[config.mk]
export PLATFORM = sky130hd
export DESIGN_NAME = syscall_console
export DESIGN_NICKNAME = d
export VERILOG_FILES = /design/src/rtl/syscall_pkg.sv /design/src/rtl/dec_digit_gen.sv /design/src/rtl/syscall_console.sv
export SDC_FILE = /design/constraint.sdc
export NUM_CORES = 1
export LEC_CHECK = 0
export CAP_MARGIN = 15
export CORE_ASPECT_RATIO = 1.75
export CORE_MARGIN = 8
export CORE_UTILIZATION = 35
export CTS_CLUSTER_SIZE = 20
export DETAILED_ROUTE_END_ITERATION = 10
export GPL_TIMING_DRIVEN = 1
export PLACE_DENSITY_LB_ADDON = 0.08
export SLEW_MARGIN = 25
export SYNTH_ARGS = -nofsm -noshare
export SYNTH_HDL_FRONTEND = slang
export SYNTH_HIERARCHICAL = 1
export SYNTH_SLANG_ARGS = --single-unit
export TNS_END_PERCENT = 10
[constraint.sdc]
create_clock -name clk -period 5.65 [get_ports clk]
set_clock_uncertainty 0.1 [all_clocks]
set_input_delay 0.565 -clock clk [delete_from_list [all_inputs] [get_ports clk]]
set_output_delay 0.565 -clock clk [all_outputs]
set_load 0.05 [all_outputs]
[src/rtl/syscall_pkg.sv]
// Shared service codes, FSM state encoding and the decimal power table for the syscall console.
package syscall_pkg;

  localparam logic [31:0] SYS_PRINT_INT  = 32'd1;
  localparam logic [31:0] SYS_PRINT_STR  = 32'd4;
  localparam logic [31:0] SYS_EXIT       = 32'd10;
  localparam logic [31:0] SYS_PRINT_CHAR = 32'd11;

  typedef enum logic [2:0] {
    IDLE,
    INT_DIGIT,
    STR_REQ,
    STR_WAIT,
    EMIT,
    DONE,
    HALTED
  } state_t;

  localparam logic [31:0] POW10 [10] = '{
    32'd1,
    32'd10,
    32'd100,
    32'd1000,
    32'd10000,
    32'd100000,
    32'd1000000,
    32'd10000000,
    32'd100000000,
    32'd1000000000
  };

endpackage

[src/rtl/dec_digit_gen.sv]
// Repeated-subtraction decimal digit generator, most significant digit first, one compare per cycle.
// A finished digit is held on digit_valid until digit_ready; leading zeros are skipped internally.
module dec_digit_gen
  import syscall_pkg::*;
(
  input  logic        clk,
  input  logic        reset,
  input  logic        start,
  input  logic [31:0] magnitude,
  output logic        digit_valid,
  input  logic        digit_ready,
  output logic [3:0]  digit,
  output logic        digit_last
);

  logic        running;
  logic        emitted;
  logic [31:0] mag;
  logic [3:0]  k;
  logic [3:0]  digit_q;
  logic        ge;
  logic        show;

  assign ge          = (mag >= POW10[k]);
  // Zero digits are shown once a significant digit has gone out, or at the units place.
  assign show        = running && !ge && ((digit_q != 4'd0) || emitted || (k == 4'd0));
  assign digit_valid = show;
  assign digit       = digit_q;
  assign digit_last  = (k == 4'd0);

  always_ff @(posedge clk or posedge reset) begin
    if (reset) begin
      running <= 1'b0;
      emitted <= 1'b0;
      mag     <= 32'd0;
      k       <= 4'd0;
      digit_q <= 4'd0;
    end else if (start) begin
      running <= 1'b1;
      emitted <= 1'b0;
      mag     <= magnitude;
      k       <= 4'd9;
      digit_q <= 4'd0;
    end else if (running) begin
      if (ge) begin
        mag     <= mag - POW10[k];
        digit_q <= digit_q + 4'd1;
      end else if (show) begin
        if (digit_ready) begin
          emitted <= 1'b1;
          digit_q <= 4'd0;
          if (k == 4'd0) begin
            running <= 1'b0;
          end else begin
            k <= k - 4'd1;
          end
        end
      end else begin
        digit_q <= 4'd0;
        k       <= k - 4'd1;
      end
    end
  end

endmodule

[src/rtl/syscall_console.sv]
// Syscall service FSM: prints ints, strings and chars to a valid/ready byte stream, halts on exit.
// Stalls the pipeline for the whole service; memory reads and char output each wait on their handshake.
module syscall_console
  import syscall_pkg::*;
#(
  parameter int MAX_STR_LEN = 256
) (
  input  logic        clk,
  input  logic        reset,
  input  logic        syscall_control,
  input  logic [31:0] v0,
  input  logic [31:0] a0,
  output logic        stall,
  output logic        mem_req,
  output logic [31:0] mem_addr,
  input  logic [7:0]  mem_rdata,
  input  logic        mem_ack,
  output logic [7:0]  char_data,
  output logic        char_valid,
  input  logic        char_ready,
  output logic        stat_control
);

  state_t      state;
  state_t      state_nx;
  state_t      ret;
  state_t      ret_nx;
  logic [31:0] ptr_nx;
  logic [31:0] count;
  logic [31:0] count_nx;
  logic [7:0]  byte_nx;

  logic        gen_start;
  logic        gen_valid;
  logic        gen_ready;
  logic        gen_last;
  logic [3:0]  gen_digit;
  logic [31:0] mag;

  // Negation as unsigned keeps -2^31 representable as 2^31.
  assign mag       = a0[31] ? (32'd0 - a0) : a0;
  assign gen_ready = (state == INT_DIGIT);

  assign stall = ((state == IDLE) && syscall_control) ||
                 ((state != IDLE) && (state != DONE));

  dec_digit_gen u_digits (
    .clk         (clk),
    .reset       (reset),
    .start       (gen_start),
    .magnitude   (mag),
    .digit_valid (gen_valid),
    .digit_ready (gen_ready),
    .digit       (gen_digit),
    .digit_last  (gen_last)
  );

  always_ff @(posedge clk or posedge reset) begin
    if (reset) begin
      state        <= IDLE;
      ret          <= IDLE;
      mem_addr     <= 32'd0;
      count        <= 32'd0;
      char_data    <= 8'd0;
      char_valid   <= 1'b0;
      mem_req      <= 1'b0;
      stat_control <= 1'b0;
    end else begin
      state        <= state_nx;
      ret          <= ret_nx;
      mem_addr     <= ptr_nx;
      count        <= count_nx;
      char_data    <= byte_nx;
      char_valid   <= (state_nx == EMIT);
      mem_req      <= (state_nx == STR_REQ) || (state_nx == STR_WAIT);
      stat_control <= stat_control || (state_nx == HALTED);
    end
  end

  always_comb begin
    state_nx  = state;
    ret_nx    = ret;
    ptr_nx    = mem_addr;
    count_nx  = count;
    byte_nx   = char_data;
    gen_start = 1'b0;

    case (state)
      IDLE: begin
        if (syscall_control) begin
          case (v0)
            SYS_PRINT_INT: begin
              gen_start = 1'b1;
              if (a0[31]) begin
                state_nx = EMIT;
                byte_nx  = 8'h2D;
                ret_nx   = INT_DIGIT;
              end else begin
                state_nx = INT_DIGIT;
              end
            end
            SYS_PRINT_STR: begin
              ptr_nx   = a0;
              count_nx = 32'd0;
              state_nx = STR_REQ;
            end
            SYS_PRINT_CHAR: begin
              state_nx = EMIT;
              byte_nx  = a0[7:0];
              ret_nx   = DONE;
            end
            SYS_EXIT: state_nx = HALTED;
            default:  state_nx = DONE;
          endcase
        end
      end

      INT_DIGIT: begin
        if (gen_valid) begin
          state_nx = EMIT;
          byte_nx  = 8'h30 + {4'd0, gen_digit};
          ret_nx   = gen_last ? DONE : INT_DIGIT;
        end
      end

      STR_REQ: state_nx = STR_WAIT;

      STR_WAIT: begin
        if (mem_ack) begin
          // The byte at the length limit is still fetched, then dropped.
          if ((mem_rdata == 8'd0) || (count == 32'(MAX_STR_LEN))) begin
            state_nx = DONE;
          end else begin
            state_nx = EMIT;
            byte_nx  = mem_rdata;
            ret_nx   = STR_REQ;
            ptr_nx   = mem_addr + 32'd1;
            count_nx = count + 32'd1;
          end
        end
      end

      EMIT: begin
        if (char_ready) begin
          state_nx = ret;
        end
      end

      DONE:    state_nx = IDLE;
      HALTED:  state_nx = HALTED;
      default: state_nx = IDLE;
    endcase
  end

endmodule

* Word level (Yosys, flattened, before mapping)
Memory sizes are Yosys's and may differ from the RTL's. Cells that the tools add are included.
Operators by class: $add $sub $neg 7, magnitude comparators 2, eq/ne operators 26, multiplexer cells 64, bitwise logic cells 1, reductions and logical operators 28
Operators by type and width (count):
- 32-bit two-way mux | 14
- 32-bit one-hot mux with 2 select lines | 2
- 32-bit by 1-bit adder with 32-bit output (second input constant) | 2
- 32-bit by 4-bit == test with 1-bit output (second input constant) | 2
- 4-bit two-way mux | 11
- 8-bit two-way mux | 5
- 3-bit two-way mux | 11
- 32-bit by 1-bit == test with 1-bit output (second input constant) | 1
- 32-bit by 3-bit == test with 1-bit output (second input constant) | 1
- 32-bit by 9-bit == test with 1-bit output (second input constant) | 1
- 32-bit >= comparator | 1
- 1-bit by 32-bit subtractor with 32-bit output (first input constant) | 1
- 32-bit subtractor | 1
- 8-bit one-hot mux with 3 select lines | 1
- 3-bit one-hot mux with 6 select lines | 1
- 8-bit one-hot mux with 2 select lines | 1
- 1-bit two-way mux | 15
- 3-bit by 2-bit == test with 1-bit output (second input constant) | 4
- 3-bit == test (second input constant) | 4
- 3-bit one-hot mux with 4 select lines | 1
- 2-bit != test (second input constant) | 5
- 2-bit nonzero test | 5
- 3-bit != test (second input constant) | 3
- 3-bit one-hot mux with 3 select lines | 1
- other kinds (23) | 34
Word-level totals: bits in registers 123, ROM bits 512, output and inout bits 44, logic and storage cells 142, memories 1
Memories:
- (no name shown) | words 16, bits a word 32, rd ports 1, clocked after Yosys merged registers in 0, write ports 0, RTL line dec_digit_gen.sv:46 | mag <= mag - POW10[k];

* Logic depth before layout (Yosys ltp)
Gate-level depths: netlist (run 1).
word-level depth 12, gate-level depth with buffers 22, gate-level depth less buffers 18

* Cells and area by module
Netlist (run 1), hierarchy kept.
By module, submodules not included:
- syscall_console | times used 1, cells each 662, area an instance 5486.5 um^2
- dec_digit_gen | times used 1, cells each 518, area an instance 4035.1 um^2

* Worst setup path after synthesis (run 1)
Ideal clock, no wire load.
kind reg-to-reg, start register u_digits.k[0], end register char_data[0], arrival time 4.059 ns, required time 5.425 ns, setup slack 1.366 ns, cell stages (with the launch flop) 23, period minus slack after synthesis 4.284 ns, cells stage by stage dfrtp_1 -> clkbuf_1 -> inv_1 -> ha_1 -> nand2_1 -> nand2_1 -> nand2_1 -> ha_1 -> clkbuf_1 -> a21oi_1 -> o21ai_1 -> a221o_1 -> a31o_1 -> or2_1 -> buf_6 -> nor2_1 -> mux2i_1 -> nor2_1 -> nor2_1 -> a311o_1 -> a21oi_1 -> buf_2 -> mux2_2
On the way: word-level cells in the longest chain between the ends 10
RTL lines:
- from (decl) | RTL line dec_digit_gen.sv:19 | logic [3:0] k;
- from (signal assigned) | RTL line dec_digit_gen.sv:55 | k <= k - 4'd1;
- from (signal assigned) | RTL line dec_digit_gen.sv:60 | k <= k - 4'd1;
- 4-bit NOT with 5-bit output (implied by the code) | RTL line dec_digit_gen.sv:24 | assign ge = (mag >= POW10[k]);
- memory 16 x 32 bit
- 32-bit two-way mux (implied by the code) (2 in series) | RTL line dec_digit_gen.sv:24
- 32-bit >= comparator | RTL line dec_digit_gen.sv:24
- 1-bit logical NOT | RTL line dec_digit_gen.sv:26 | assign show = running && !ge && ((digit_q != 4'd0) || emitted || (k == 4'd0));
- 1-bit logical AND | RTL line dec_digit_gen.sv:26
- 1-bit logical AND * | RTL line dec_digit_gen.sv:26
- named net gen_valid | RTL line syscall_console.sv:34 | logic gen_valid;
- 2-bit != test (no line) *
- 7-bit AND reduction (no line) *
- to (signal assigned) | RTL line syscall_console.sv:73 | char_data <= byte_nx;
- to (decl) | RTL line syscall_console.sv:18 | output logic [7:0] char_data,
Mark *: on every way through the listed nets, which the timed path passes. The rest lies on a longest branch. The select of a mux whose other input is x is not followed. A chain may end at the register's enable or synchronous reset.

* Final worst setup path (run 1)
start register u_digits.k[3], end register char_data[4]
The elaborated chain is that of the path after synthesis.

==> impl_metrics.toml, run 1 <==
[cts]
cts_setup_buffers = 0
clkTransAtPathRegs_ns = 0.06
clkSinkCount = 123
tritoncts = "built"
post_cts_resized = 0
ctsHoldBuffers = 0
root_buffer = "clkbuf_16"
htreeDepth = 4
clk-insertion-delay-late_ns = 0.44
cts_buffer_depth = 2
cts_buffers = 17

[die]
die_area_um2 = 32950
coreArea_um2 = 27030
die_width_um = 140.7
io_pins = 121
rows = 80
die_y_um = 234.2
start_util_pct = 35.23

[global_routing]
grt_max_degree = 63
grt_usage_pct = 20.46
overflow = 0
grt_pass1_vias = 9242
grt_pass1_wl_um = 51720
antenna_found_initial = 0

[route]
drt-initial-drc-count = 464
ant_nets = 0
vias = 9015
first_pass_iters = 5
viasPerCell = 5.603
drt-total-wl_um = 33460
drc = 0
detail_route.wl_per_cell_um = 20.80

[logic_synthesis]
ys_ff_latch = 123
syn_area_um2 = 9522
netlist.area_leader.share_pct = 32.33
synth_area_leader_cell = "dfrtp_1"
syn_area_per_cell_um2 = 8.069
synth_cells = 1180
synth_common_cells = "nand2_1 (133), dfrtp_1 (123), o21ai_0 (106)"
synth_nets = 1301
synth.most_common_cell = "nand2_1"
async_reset_ff_share_pct = 100.0
yosysSeqAreaShare_pct = 32.33
synth_area_leaders = "dfrtp_1 (32%), xnor2_1 (5.7%), ha_1 (5.7%), o21ai_0 (5.6%), a21oi_1 (5.3%)"
yosys_warnings = 6
synth-edff-count = 0
synthFlopType = "dfrtp_1"
ys_types = 82

[cells_and_area]
nFillCells = 2743
area_growth_syn_to_layout_pct = 21.75
final_cell_area_um2 = 11590
fin_util_pct = 42.89
multi_input_area_um2 = 6081
drive_gt1_share_pct = 6.635
nets = 1389
final-seq-area_um2 = 3078
antenna_cells = 0

[flow_run]
cap_violations = 0

[worst_setup_path]
criticalPathCategory = "reg2reg"
r2r_cells = 17
cp_cell_sequence = "inv_1 -> nor2_1 -> inv_1 -> ha_1 -> and3_4 -> and2_1 -> a221o_1 -> a31o_1 -> or2_1 -> nor2_1 -> mux2i_1 -> nor2_1 -> nor2_1 -> a311o_1 -> a21oi_1 -> buf_4 -> mux2_2"
cp-end-kind = "flip-flop"
path_buf_inv = 3
crit_fanout = 10
crit_family = "simple AND/OR/NAND/NOR gates"
cp.arrival_ns = 5.18
crit_required_ns = 5.87
max_stage_delay_ns = 0.50
cp_num_cells = 17
path_common_cell = "nor2_1"
cp-start-kind = "flip-flop"
critPathSlowestCell = "dfrtp_1"
r2r_slack_ns = 0.69

[power_and_ir_drop]
combPwrFrac_pct = 61.5
power.net_switching_w = 0.003365
share_seq_of_total_power_pct = 22.6
ir_drop_mv = 0.2637
pwr-share-clk_pct = 15.9
power_density_nw_per_um2 = 602.0
p_sw_share_pct = 48.23
intPower_w = 0.003613
p_leak_nw = 4.639

[sta]
slew_viol_final = 0
post-route-min-period_ns = 4.962
setup_ws_ns = 0.6876
hold_viol_final = 0
finalSetupTns_ns = 0
max-slew-margin-rel_pct = 38.69
max_freq_mhz = 201.5
worst_hold_slack_ns = 0.3712
rsz0062_at_grt = "no"
final.period_utilization_pct = 87.83
tightest_slew_ns = 0.9101
finalSetupViolCount = 0

[outcome]
status = "finished clean"

[place]
postPlaceCellArea_um2 = 11010
port_buffers = 120
place_congestion = 0.8811
dp_hpwl_um = 26310
dp_slack_ns = 0.6839

[worst_hold_path]
hold_path.class = "reg2reg"
hold_path_depth = 1
[sequential cells by signal (all words and copies together), names as in the netlist]
| signal | count |
|---|---|
| u_digits/mag | 32 |
| char_valid | 1 |
| u_digits/emitted | 1 |
| char_data | 8 |
| ret | 3 |
| u_digits/running | 1 |
| state | 3 |
| mem_addr | 32 |
| count | 32 |
| stat_control | 1 |
| u_digits/digit | 4 |
| u_digits/k | 4 |
| mem_req | 1 |
[worst reg2reg max path, stage by stage, from the launching register on]
cell	delay [ns]
dfrtp_1	0.50
inv_1	0.20
nor2_1	0.20
inv_1	0.18
ha_1	0.41
and3_4	0.23
and2_1	0.15
a221o_1	0.35
a31o_1	0.27
or2_1	0.33
nor2_1	0.28
mux2i_1	0.12
nor2_1	0.15
nor2_1	0.06
a311o_1	0.33
a21oi_1	0.40
buf_4	0.26
mux2_2	0.34
[layout make-up]
cell class                 instances  area share, %
clock buffer                      24          3.983
clock inverter                     8          1.015
inverter                          35          1.144
multi-input combinational        958          52.46
sequential                       123          26.55
tap                              328          3.540
timing repair buffer             133          11.31
[cells by family after synthesis]
group,Yosys count,synth area share (%)
AOI/OAI and AO/OA,345,22.85
xor gates and xnor gates,80,7.359
adders and majority gates,44,5.861
buffers and inverters,99,4.139
DFF,123,32.33
muxes,26,2.878
and+or+nand+nor,463,24.59
[layer usage]
layer  vias up  routed length, um  global-route usage (%)
met1      4313              12300                   20.48
met4         0               1445                   10.90
met3        68                964                   3.098
met5         -                  0                       0
met2       164              18750                   39.63
li1       4470                  -                       -
[per-stage QoR]
stage                     std cells  power [W]
final                          1609   0.006978
after global routing           1609   0.007529
after CTS                      1609   0.007033
after detailed placement       1577   0.005869
after global placement         1577   0.005860
after floorplan                1180   0.004596
[layout by cell type (no fill, tap or decap), types with 30 or more instances in the layout]
master | netlist | layout
a21oi_1 | 101 | 100
clkdlybuf4s50_1 | 0 | 120
dfrtp_1 | 123 | 123
ha_1 | 43 | 43
inv_1 | 34 | 32
nand2_1 | 133 | 133
nand3_1 | 49 | 49
nor2_1 | 97 | 96
nor3_1 | 30 | 30
o21ai_0 | 106 | 106
xnor2_1 | 62 | 62
[power groups by stage]
stage | combinational [W] | clock [W] | sequential [W]
after global routing | 0.00473 | 0.00117 | 0.00163
after global placement | 0.00427 | 0 | 0.00159
final | 0.00429 | 0.00111 | 0.00158
after floorplan | 0.00276 | 0 | 0.00184
after detailed placement | 0.00429 | 0 | 0.00158
after CTS | 0.00431 | 0.00115 | 0.00157
[path summary, 6_finish.rpt]
path,from,end
worst min-delay path,stat_control,stat_control
worst max register to register,u_digits/k[3],char_data[4]
max in group asynchronous,reset,count[24]
worst max-delay path,u_digits/k[3],char_data[4]
min in group asynchronous,reset,char_data[2]
worst min register to register,stat_control,stat_control
(Power assumes the default switching activity.)
==> run 2, diff against run 1 <==
--- a/config.mk
+++ b/config.mk
@@ -5,6 +5,7 @@
 export SDC_FILE = /design/constraint.sdc
 export NUM_CORES = 1
 export LEC_CHECK = 0
+export ABC_AREA = 0
 export CAP_MARGIN = 15
 export CORE_ASPECT_RATIO = 1.75
 export CORE_MARGIN = 8
==> constraint.sdc (replaced) <==
create_clock -name clk -period 5.4 [get_ports clk]
set_clock_uncertainty 0.1 [all_clocks]
set_input_delay 0.54 -clock clk [delete_from_list [all_inputs] [get_ports clk]]
set_output_delay 0.54 -clock clk [all_outputs]
set_load 0.05 [all_outputs]
==> impl_metrics.toml, run 2 (synthesis results as in run 1) <==
[outcome]
status = "finished clean"

[sta]
finalSetupTns_ns = 0
finalSetupViolCount = 0
hold_viol_final = 0
rsz0062_at_grt = "no"
slew_viol_final = 0
max-slew-margin-rel_pct = 38.11
tightest_slew_ns = 0.9186
final.period_utilization_pct = 92.91
post-route-min-period_ns = 5.017
max_freq_mhz = 199.3
setup_ws_ns = 0.3829

[route]
ant_nets = 0
vias = 9044
drt-total-wl_um = 33220
viasPerCell = 5.614
drt-initial-drc-count = 448
first_pass_iters = 5
drc = 0
detail_route.wl_per_cell_um = 20.62

[power_and_ir_drop]
power_density_nw_per_um2 = 640.2
power.net_switching_w = 0.003524
pwr-share-clk_pct = 18.4
combPwrFrac_pct = 59.6
ir_drop_mv = 0.2970
share_seq_of_total_power_pct = 21.9
intPower_w = 0.003978
p_sw_share_pct = 46.97
p_leak_nw = 4.693

[cts]
clkTransAtPathRegs_ns = 0.06
clk-insertion-delay-late_ns = 0.43
clkSinkCount = 123
post_cts_resized = 0
cts_buffers = 17
cts_setup_buffers = 0
root_buffer = "clkbuf_16"
htreeDepth = 4
cts_buffer_depth = 2
tritoncts = "built"
ctsHoldBuffers = 0

[place]
place_congestion = 0.8678
dp_slack_ns = 0.4192
dp_hpwl_um = 26320
port_buffers = 120

[worst_setup_path]
r2r_cells = 17
criticalPathCategory = "reg2reg"
cp-start-kind = "flip-flop"
crit_fanout = 10
cp.arrival_ns = 5.23
crit_required_ns = 5.62
cp-end-kind = "flip-flop"

[global_routing]
antenna_found_initial = 1
grt_max_degree = 62
grt_pass1_vias = 9235
grt_usage_pct = 20.46
grt_pass1_wl_um = 51870
overflow = 0

[die]
die_width_um = 140.7
die_area_um2 = 32950
coreArea_um2 = 27030
rows = 80
die_y_um = 234.2
io_pins = 121
start_util_pct = 35.23

[cells_and_area]
largestRegisters = "count x32, mem_addr x32, u_digits/mag x32"
area_growth_syn_to_layout_pct = 23.07
final_cell_mix = "nand2_1 (133), dfrtp_1 (123), clkdlybuf4s50_1 (120)"
nFillCells = 2754
final_common_cell = "nand2_1"
drive_gt1_share_pct = 7.176
nets = 1390
final-seq-area_um2 = 3078
multi_input_area_um2 = 6081

[flow_run]
cap_violations = 0

[worst_hold_path]
hold_path_depth = 1
hold_path.class = "reg2reg"
## run 2: area by class of cell
class / instances / area share (%)
Antenna cell: 1 / 0.02135
Tap cell: 328 / 3.502
Timing Repair Buffer: 134 / 11.15
Multi-Input combinational cell: 958 / 51.89
Sequential cell: 123 / 26.27
Clock inverter: 14 / 2.285
Clock buffer: 18 / 3.748
Inverter: 35 / 1.142
## run 2: metrics by stage
step / utilization (%) / hold WS [ns] / instances / cell area, um2 / total power [W]
6_report: 43.36 / 0.3791 / 1611 / 11720 / 0.007503
5_1_grt: 43.36 / 0.4097 / 1611 / 11720 / 0.008062
4_1_cts: 43.35 / 0.3861 / 1610 / 11720 / 0.007538
3_5_place_dp: 40.73 / 0.3734 / 1578 / 11010 / 0.006105
3_3_place_gp: 40.73 / 0.3530 / 1578 / 11010 / 0.006126
2_1_floorplan: - / 0.3553 / 1180 / 9522 / 0.004809
## run 2: worst max-delay path, stage by stage, from the launching register on
cell and delay (ns):
dfrtp_1 0.52, inv_1 0.21, nor2_1 0.20, inv_1 0.18, ha_1 0.40, a21oi_1 0.22
nand2_1 0.11, a221o_1 0.38, a31o_1 0.28, or2_1 0.32, nor2_1 0.29, mux2i_1 0.12
nor2_1 0.16, nor2_1 0.06, a311o_1 0.33, a21oi_1 0.40, buf_4 0.26, mux2_2 0.34
## run 2: power groups by stage
| stage | Sequential (W) | Clock, W | Combinational [W] |
|---|---|---|---|
| 2_1_floorplan | 0.00192 | 0 | 0.00289 |
| 3_3_place_gp | 0.00166 | 0 | 0.00447 |
| 3_5_place_dp | 0.00166 | 0 | 0.00445 |
| 4_1_cts | 0.00164 | 0.00142 | 0.00448 |
| 5_1_grt | 0.00170 | 0.00145 | 0.00491 |
| 6_report | 0.00165 | 0.00138 | 0.00447 |
## run 2: layer usage
layer	vias to the layer above	wire (um)	global-route usage (%)
met2	161	18720	39.95
li1	4468	-	-
met5	-	0	0
met1	4354	12250	20.23
met4	0	1317	10.73
met3	61	940	3.200
## run 2: path summary, 6_finish.rpt
kind	slack, ns	to	from
worst max-delay path	0.38	char_data[4]	u_digits/k[3]
worst min-delay path	0.38	stat_control	stat_control
worst max register to register	0.38	char_data[4]	u_digits/k[3]
worst min register to register	0.38	stat_control	stat_control
max in group asynchronous	3.81	mem_addr[15]	reset
min in group asynchronous	0.51	state[0]	reset
==> run 3, diff against run 2 <==
--- a/config.mk
+++ b/config.mk
@@ -7,9 +7,11 @@
 export LEC_CHECK = 0
 export ABC_AREA = 0
 export CAP_MARGIN = 15
+export CELL_PAD_IN_SITES_DETAIL_PLACEMENT = 1
+export CELL_PAD_IN_SITES_GLOBAL_PLACEMENT = 2
 export CORE_ASPECT_RATIO = 1.75
 export CORE_MARGIN = 8
-export CORE_UTILIZATION = 35
+export CORE_UTILIZATION = 34
 export CTS_CLUSTER_SIZE = 20
 export DETAILED_ROUTE_END_ITERATION = 10
 export GPL_TIMING_DRIVEN = 1
==> impl_metrics.toml, run 3 (synthesis results as in run 1) <==
[outcome]
status = "finished clean"

[route]
detail_route.wl_per_cell_um = 21.52
drt-total-wl_um = 35660
drc = 0
vias = 9248
first_pass_iters = 4
drt-initial-drc-count = 402
viasPerCell = 5.581
ant_nets = 0

[cells_and_area]
drive_gt1_share_pct = 7.031
fin_util_pct = 42.20
final_cell_area_um2 = 11720
largestRegisters = "count x32, mem_addr x32, u_digits/mag x32"
nets = 1390
final_cell_mix = "nand2_1 (133), dfrtp_1 (123), clkdlybuf4s50_1 (120)"
final_common_cell = "nand2_1"
area_growth_syn_to_layout_pct = 23.06

[cts]
clkSinkCount = 123
htreeDepth = 4
root_buffer = "clkbuf_16"
cts_buffer_depth = 2
cts_buffers = 17
tritoncts = "built"
clk-insertion-delay-late_ns = 0.44
clkTransAtPathRegs_ns = 0.06

[sta]
slew_viol_final = 0
max_freq_mhz = 206.7
max-slew-margin-rel_pct = 37.59
hold_viol_final = 0
rsz0062_at_grt = "no"
tightest_slew_ns = 0.9125
setup_ws_ns = 0.5629
final.period_utilization_pct = 89.58
finalSetupViolCount = 0
post-route-min-period_ns = 4.837
finalSetupTns_ns = 0

[die]
io_pins = 121
coreArea_um2 = 27770
start_util_pct = 34.29
die_width_um = 142.5
die_y_um = 237.4
rows = 81
die_area_um2 = 33830

[worst_setup_path]
cp.arrival_ns = 5.06
r2r_cells = 19
critPathSlowestCell = "dfrtp_1"
r2r_start = "u_digits/k[0]"
crit_fanout = 11
r2r-end = "char_data[6]"
cp-end-kind = "flip-flop"
r2r_slack_ns = 0.56
max_stage_delay_ns = 0.57
crit_required_ns = 5.62
cp-start-kind = "flip-flop"
cp_cell_sequence = "inv_1 -> ha_1 -> nand2_1 -> nand2_1 -> nand2_1 -> ha_1 -> a21oi_1 -> o21ai_1 -> a221o_1 -> a31o_1 -> or2_1 -> nor2_1 -> mux2i_1 -> nor2_1 -> nor2_1 -> a311o_1 -> a21oi_2 -> buf_4 -> mux2_2"
criticalPathCategory = "reg2reg"

[place]
place_congestion = 0.8774
postPlaceCellArea_um2 = 11060
port_buffers = 120
dp_slack_ns = 0.3980
dp_hpwl_um = 28090

[worst_hold_path]
hold_path.class = "reg2reg"
hp-start = "stat_control"
hold_path_depth = 1
hold_path_end = "stat_control"

[global_routing]
grt_max_degree = 62
overflow = 0
grt_pass1_wl_um = 56510
grt_usage_pct = 21.63
grt_pass1_vias = 10000
antenna_found_initial = 4

[power_and_ir_drop]
p_leak_nw = 4.674
power_density_nw_per_um2 = 635.3
ir_drop_mv = 0.2530

[flow_run]
cap_violations = 0
[run 3: worst max-delay path by stage]
stage                              end  depth (start not counted)          start  slack (ns)
after CTS                 char_data[6]                         19  u_digits/k[0]        0.40
final                     char_data[6]                         19  u_digits/k[0]        0.56
after global placement    char_data[6]                         16  u_digits/k[2]        0.59
after detailed placement  char_data[6]                         19  u_digits/k[0]        0.40
after global routing      char_data[3]                         19  u_digits/k[0]        0.20
after floorplan           char_data[0]                         22  u_digits/k[0]        1.12
[run 3: through the flow]
| stage | hold slack [ns] | cells | power (W) |
|---|---|---|---|
| 3_3_place_gp | 0.3591 | 1623 | 0.006138 |
| 6_report | 0.3766 | 1657 | 0.007444 |
| 5_1_grt | 0.4080 | 1657 | 0.008015 |
| 2_1_floorplan | 0.3553 | 1180 | 0.004809 |
| 3_5_place_dp | 0.3706 | 1623 | 0.006182 |
| 4_1_cts | 0.3868 | 1653 | 0.007505 |
[run 3: critical path: cells and delay by family (launching register included)]
| kind | cells | cell delay [ns] |
|---|---|---|
| multiplexers | 2 | 0.46 |
| AO/OA/AOI/OAI | 6 | 1.53 |
| flip-flops | 1 | 0.57 |
| AND/OR/NAND/NOR | 7 | 1.11 |
| buffers and inverters | 2 | 0.40 |
| adder cells (fa/ha/maj) | 2 | 0.56 |
[run 3: final cells by class]
type | instances | area (um2)
clock buffers | 24 | 511.7
inverters | 35 | 132.6
well taps | 373 | 466.7
fillers | 3384 | 16050
flip-flops and latches | 123 | 3078
repair buffers | 134 | 1306
multi-input cells | 958 | 6080
clock inverters | 6 | 132.6
diodes | 4 | 10.01
[run 3: where the power goes]
group / internal [W] / switching (W)
Clock: 0.000840 / 0.000428
Combinational: 0.00178 / 0.00273
Sequential: 0.00127 / 0.000394
[run 3: timing repair]
action                                  4_1_cts  5_1_grt
endpoints found under the setup margin        0        2
hold buffers                                  0        0
buffers inserted                              0        0
resized for setup                             0        1
[run 3: routing by layer]
metal  wire (um)  track usage, %  vias up
met5           0               0        -
met4        1408           11.33        0
met3         802           3.214       60
met2       19590           40.48      120
met1       13860           22.58     4601
li1            -               -     4467
